[src/rtl/endstop_pkg.sv]
// Shared types and widths for the endstop event collector.
package endstop_pkg;

    typedef enum logic [1:0] {
        ST_IDLE    = 2'd0,
        ST_PRESENT = 2'd1,
        ST_UNLOCK  = 2'd2,
        ST_WAIT    = 2'd3
    } state_e;

    localparam int unsigned ENDSTOP_CHAN_W = 3;
    localparam int unsigned ENDSTOP_POS_W  = 32;

endpackage

[src/rtl/endstop_events_rr_pick.sv]
// Combinational round-robin picker: first set request strictly after `last`,
// wrapping N-1 -> 0.
module rr_pick
    import endstop_pkg::*;
#(
    parameter int unsigned N = 6
) (
    input  logic [N-1:0]                req,
    input  logic [ENDSTOP_CHAN_W-1:0]   last,
    output logic [ENDSTOP_CHAN_W-1:0]   grant_idx,
    output logic                        any
);

    int unsigned  cand;
    logic [N-1:0] req_rot;

    always_comb begin
        grant_idx = '0;
        any       = 1'b0;
        cand      = 0;
        req_rot   = '0;
        // k = N wraps back onto `last` itself, so a lone requester at `last` is still served
        for (int unsigned k = 1; k <= N; k++) begin
            cand    = (32'(last) + k) % N;
            req_rot = req >> cand;
            if (!any && req_rot[0]) begin
                any       = 1'b1;
                grant_idx = ENDSTOP_CHAN_W'(cand);
            end
        end
    end

endmodule

[src/rtl/endstop_events.sv]
// Collects locked endstop change reports, raises a sticky abort on trigger-level
// hits, and serialises reports into a valid/ready event stream.
module endstop_events
    import endstop_pkg::*;
#(
    parameter int unsigned N = 6
) (
    input  logic                        clk,
    input  logic                        reset,
    input  logic [N-1:0]                ch_sig,
    input  logic [N-1:0]                ch_changed,
    input  logic [ENDSTOP_POS_W*N-1:0]  ch_pos,
    output logic [N-1:0]                ch_unlock,
    input  logic [N-1:0]                enable,
    input  logic [N-1:0]                trig_level,
    input  logic                        abort_clear,
    output logic                        abort,
    output logic                        evt_valid,
    input  logic                        evt_ready,
    output logic [2:0]                  evt_chan,
    output logic                        evt_level,
    output logic [31:0]                 evt_pos,
    output logic [15:0]                 evt_count
);

    state_e                     state_q, state_d;
    logic [ENDSTOP_CHAN_W-1:0]  cur_q, cur_d;
    logic [ENDSTOP_CHAN_W-1:0]  last_q, last_d;
    logic                       level_q, level_d;
    logic [ENDSTOP_POS_W-1:0]   pos_q, pos_d;
    logic [15:0]                count_q, count_d;
    logic                       abort_q, abort_d;
    logic                       valid_q, valid_d;
    logic [N-1:0]               unlock_q, unlock_d;

    logic [ENDSTOP_CHAN_W-1:0]  grant;
    logic                       any_pending;
    logic                       sel_sig;
    logic                       sel_en;
    logic [ENDSTOP_POS_W-1:0]   sel_pos;
    logic                       cur_changed;
    logic [N-1:0]               grant_oh;
    logic [N-1:0]               cur_oh;
    logic                       abort_set;

    rr_pick #(.N(N)) u_pick (
        .req       (ch_changed),
        .last      (last_q),
        .grant_idx (grant),
        .any       (any_pending)
    );

    always_comb begin
        sel_sig     = 1'b0;
        sel_en      = 1'b0;
        sel_pos     = '0;
        cur_changed = 1'b0;
        grant_oh    = '0;
        cur_oh      = '0;
        for (int unsigned i = 0; i < N; i++) begin
            if (grant == ENDSTOP_CHAN_W'(i)) begin
                sel_sig     = ch_sig[i];
                sel_en      = enable[i];
                sel_pos     = ch_pos[i*ENDSTOP_POS_W +: ENDSTOP_POS_W];
                grant_oh[i] = 1'b1;
            end
            if (cur_q == ENDSTOP_CHAN_W'(i)) begin
                cur_changed = ch_changed[i];
                cur_oh[i]   = 1'b1;
            end
        end
    end

    assign abort_set = |(enable & ch_changed & ~(ch_sig ^ trig_level));

    always_comb begin
        state_d  = state_q;
        cur_d    = cur_q;
        last_d   = last_q;
        level_d  = level_q;
        pos_d    = pos_q;
        count_d  = count_q;
        valid_d  = 1'b0;
        unlock_d = '0;

        case (state_q)
            ST_IDLE: begin
                if (any_pending) begin
                    cur_d   = grant;
                    last_d  = grant;
                    level_d = sel_sig;
                    pos_d   = sel_pos;
                    // disabled channels are re-armed silently, no event
                    if (sel_en) begin
                        state_d = ST_PRESENT;
                        valid_d = 1'b1;
                    end else begin
                        state_d  = ST_UNLOCK;
                        unlock_d = grant_oh;
                    end
                end
            end
            ST_PRESENT: begin
                if (evt_ready) begin
                    count_d  = count_q + 16'd1;
                    state_d  = ST_UNLOCK;
                    unlock_d = cur_oh;
                end else begin
                    valid_d = 1'b1;
                end
            end
            ST_UNLOCK: state_d = ST_WAIT;
            ST_WAIT: begin
                if (!cur_changed) state_d = ST_IDLE;
            end
            default: state_d = ST_IDLE;
        endcase

        // set has priority over clear
        if (abort_set)        abort_d = 1'b1;
        else if (abort_clear) abort_d = 1'b0;
        else                  abort_d = abort_q;
    end

    always_ff @(posedge clk) begin
        if (reset) begin
            state_q  <= ST_IDLE;
            cur_q    <= '0;
            last_q   <= ENDSTOP_CHAN_W'(N - 1);
            level_q  <= 1'b0;
            pos_q    <= '0;
            count_q  <= '0;
            abort_q  <= 1'b0;
            valid_q  <= 1'b0;
            unlock_q <= '0;
        end else begin
            state_q  <= state_d;
            cur_q    <= cur_d;
            last_q   <= last_d;
            level_q  <= level_d;
            pos_q    <= pos_d;
            count_q  <= count_d;
            abort_q  <= abort_d;
            valid_q  <= valid_d;
            unlock_q <= unlock_d;
        end
    end

    assign ch_unlock = unlock_q;
    assign abort     = abort_q;
    assign evt_valid = valid_q;
    assign evt_chan  = cur_q;
    assign evt_level = level_q;
    assign evt_pos   = pos_q;
    assign evt_count = count_q;

endmodule

[config.mk]
export PLATFORM = sky130hd
export DESIGN_NAME = endstop_events
export DESIGN_NICKNAME = d
export VERILOG_FILES = /design/src/rtl/endstop_pkg.sv /design/src/rtl/endstop_events_rr_pick.sv /design/src/rtl/endstop_events.sv
export SDC_FILE = /design/constraint.sdc
export NUM_CORES = 1
export LEC_CHECK = 0
export ABC_CLOCK_PERIOD_IN_PS = 5250
export BUFFER_PORTS_ARGS = -buffer_cell sky130_fd_sc_hd__buf_2
export CORE_MARGIN = 5
export CORE_UTILIZATION = 47
export DETAILED_ROUTE_END_ITERATION = 12
export GPL_TIMING_DRIVEN = 0
export MAX_ROUTING_LAYER = met4
export PLACE_DENSITY = 0.81
export REMOVE_ABC_BUFFERS = 1
export SLEW_MARGIN = 20
export SYNTH_ARGS = -nofsm -noshare
export SYNTH_HDL_FRONTEND = slang
export SYNTH_HIERARCHICAL = 1
export SYNTH_SLANG_ARGS = --single-unit
[constraint.sdc]
create_clock -name clk -period 5.25 [get_ports clk]
set_input_delay 1.05 -clock clk [delete_from_list [all_inputs] [get_ports clk]]
set_output_delay 1.05 -clock clk [all_outputs]
set_load 0.02 [all_outputs]
==> impl_metrics.tcl <==
set metrics [dict create \
    critPathMaxFanout 18 \
    reg2reg_depth 18 \
    clkSinkCount 64 \
    core_area_mm2 0.01137 \
    dieHeight_um 117.6 \
    ys_seq_area_frac 0.2357 \
    cp.arrival_ps 5150 \
    worst_path_largest_cell_delay_ps 570 \
    synth-seq-cells 64 \
    drt-total-wl_um 19520 \
    drc 0 \
    syn2layout_area_growth_pct 34.57 \
    yosys-top-cells-area "dfxtp_1 24%, mux4_2 14%, mux2i_1 7.5%" \
    ctsHoldBuffers 0 \
    final_cells 1026 \
    cp-end-kind "flop" \
    die_area_mm2 0.01382 \
    antenna_cells 0 \
    chipWidth_um 117.6 \
    maxCapViolCount 0 \
    layout_commonest_cell "buf_2" \
    antenna_found_initial 0 \
    holdPathStages 2 \
    yosys_most_used_dff "dfxtp_1" \
    worst_slew_pin_slew_ps 659.5 \
    io_buffers 279 \
    crit_buf_inv 1 \
    num_vias 5960 \
    rsz0062_at_grt "false" \
    ant_nets 0 \
    cp.depth 18 \
    dr.first_iter.drc_count 493 \
    fin_crit_sh 0.9481 \
    cts_max_level 3 \
    detail_route.vias_per_cell 5.809 \
    post-route-util 0.6434 \
    cp_common_cell "nand2_1" \
    drt-wirelength-per-cell_um 19.03 \
    grt_max_degree 60 \
    start_util 0.4782 \
    cp_cell_sequence "inv_1 -> ha_2 -> nand2_1 -> nand2_1 -> ha_1 -> o211a_1 -> o21ai_0 -> and3_1 -> a21oi_1 -> or4b_1 -> nand3_1 -> or2_1 -> o22a_4 -> mux2_2 -> mux4_2 -> nand2_1 -> and3_2 -> a221oi_2" \
    finClkSkew_ps 11.36 \
    synth-edff-count 0 \
    rows 39 \
    setup_viol 0 \
    period_minus_slack_ps 4977 \
    relSlewSlack 0.5603 \
    io_pins 280 \
    ys_types 70 \
    gp_congestion 0.9315 \
    critPathKind "flop to flop" \
    dp.cells 1005 \
    drive_above_1_share 0.4247 \
    hp-class "flop to flop" \
    grt_pass1_vias 5880 \
    slowest_stage "or4b_1" \
    async_flop_share 0 \
    cts_tree "yes" \
    clock_path_buffers 2 \
    track_usage 0.2729 \
    syn_inst 625 \
    grt.overflow.total 0 \
    cts_made_buffers 9 \
    fin_nets 1123 \
    critPathRequiredTime_ps 5420 \
    yosys_warnings 6 \
    clock-root-buffer "clkbuf_16" \
    dr.pass1.iters 6 \
    fmax_mhz 200.9 \
    mappedNetlistArea_mm2 0.005436 \
    final_max_slew_viol_count 0 \
    grt_first_pass_wirelength_um 30300 \
    critPathLaunchType "flop" \
    status "completed" \
    dp_hpwl_um 14980 \
    yosysTopAreaCellShare 0.2357 \
    layout_common_cells "278 x buf_2, 70 x nor2_1, 61 x dfxtp_1" \
    clk_pin_slew_worst_paths_ps 50 \
    final_hold_viol_count 0 \
    cp_top_family "simple AND/OR/NAND/NOR gates" \
    yosysTopAreaCell "dfxtp_1" \
    timing.hold.ws_ps 506.6 \
    postSynthAreaPerCell_um2 8.698 \
    clock_latency_ps 330 \
    finalSetupTns_ps 0 \
]
## what timing repair did
item / in CTS / in global routing
setup endpoints to repair: 42 / 39
resized for setup: 7 / 9
cloned: 0 / 1
pin swaps: 1 / 0
setup buffers: 3 / 1
## layout make-up
class / instances / area [um^2]
fill: 963 / 4054
multi-input combinational: 458 / 3765
timing repair buffer: 289 / 1572
sequential: 64 / 1292
clock buffer: 10 / 229.0
inverter: 56 / 210.2
tap: 143 / 178.9
clock inverter: 6 / 68.82
## cells in the mapped netlist, drive strengths merged, types with 2 or more instances
library cell and count:
ha 25, nand2b 3, and2 3, nand4 11
mux2 5, nor3 7, xnor2 17, clkbuf 26
o221ai 33, a211oi 3, dfxtp 64, a211o 4
nand2 33, nor2 70, o21a 2, a31oi 9
o211ai 4, buf 22, a311o 2, nor2b 4
a32oi 2, o21ai 48, a21oi 29, inv 56
xor2 6, and4 3, nor4 8, nand3 15
o21bai 2, mux2i 41, or3 8, nand4b 2
a221oi 3, mux4 35, and3 2
## state kept, by name (all words and copies together), names as in the netlist
register   cells
abort          1
ch_unlock      6
evt_chan       3
evt_count     16
evt_level      1
evt_pos       32
evt_valid      1
last_q         2
state_q        2
## stage by stage
| stage | cell area (um^2) | setup WS (ps) |
|---|---|---|
| CTS | 7248 | 12.14 |
| detailed placement | 6902 | -1003 |
| finish | 7316 | 272.7 |
| floorplan | 5176 | -2069 |
| global placement | 6751 | -3665 |
| global route | 7316 | 34.82 |
## worst reg2reg max path, stage by stage, from the launching register on
cell and delay [ps]:
dfxtp_4 510, inv_1 170, ha_2 320, nand2_1 110, nand2_1 60, ha_1 340
o211a_1 270, o21ai_0 220, and3_1 190, a21oi_1 70, or4b_1 570, nand3_1 170
or2_1 260, o22a_4 340, mux2_2 360, mux4_2 500, nand2_1 100, and3_2 200
a221oi_2 60
## kinds of logic (layout without fill, tap and decap cells)
| family | after synthesis | after routing | share of synthesized area |
|---|---|---|---|
| simple gates | 176 | 176 | 0.1583 |
| buf+inv | 104 | 361 | 0.08653 |
| xor+xnor | 23 | 23 | 0.03843 |
| flops | 64 | 64 | 0.2357 |
| fa+ha+maj | 25 | 25 | 0.05754 |
| mux | 81 | 81 | 0.2308 |
| compound gates | 152 | 153 | 0.1926 |
## path summary, 6_finish.rpt
check / startpoint / to / slack [ps]
hold reg to reg: evt_pos[26]$_SDFFE_PP0P_ / evt_pos[26]$_SDFFE_PP0P_ / 510
hold / removal: evt_pos[26]$_SDFFE_PP0P_ / evt_pos[26]$_SDFFE_PP0P_ / 510
setup / recovery: last_q[2]$_SDFFE_PP1P_ / state_q[0]$_SDFFE_PP0P_ / 270
setup reg to reg: last_q[2]$_SDFFE_PP1P_ / state_q[0]$_SDFFE_PP0P_ / 270
## layer usage
layer / track usage / wire length, um / vias to the layer above
met1: 0.3325 / 7673 / 2813
met5: - / 0 / -
li1: - / - / 2819
met2: 0.4611 / 9940 / 285
met4: 0.07168 / 439 / 0
met3: 0.05622 / 1468 / 43
Power is left out: the tool's default activity adds up to more than one toggle a clock period on the data nets, which glitch-free logic cannot reach.
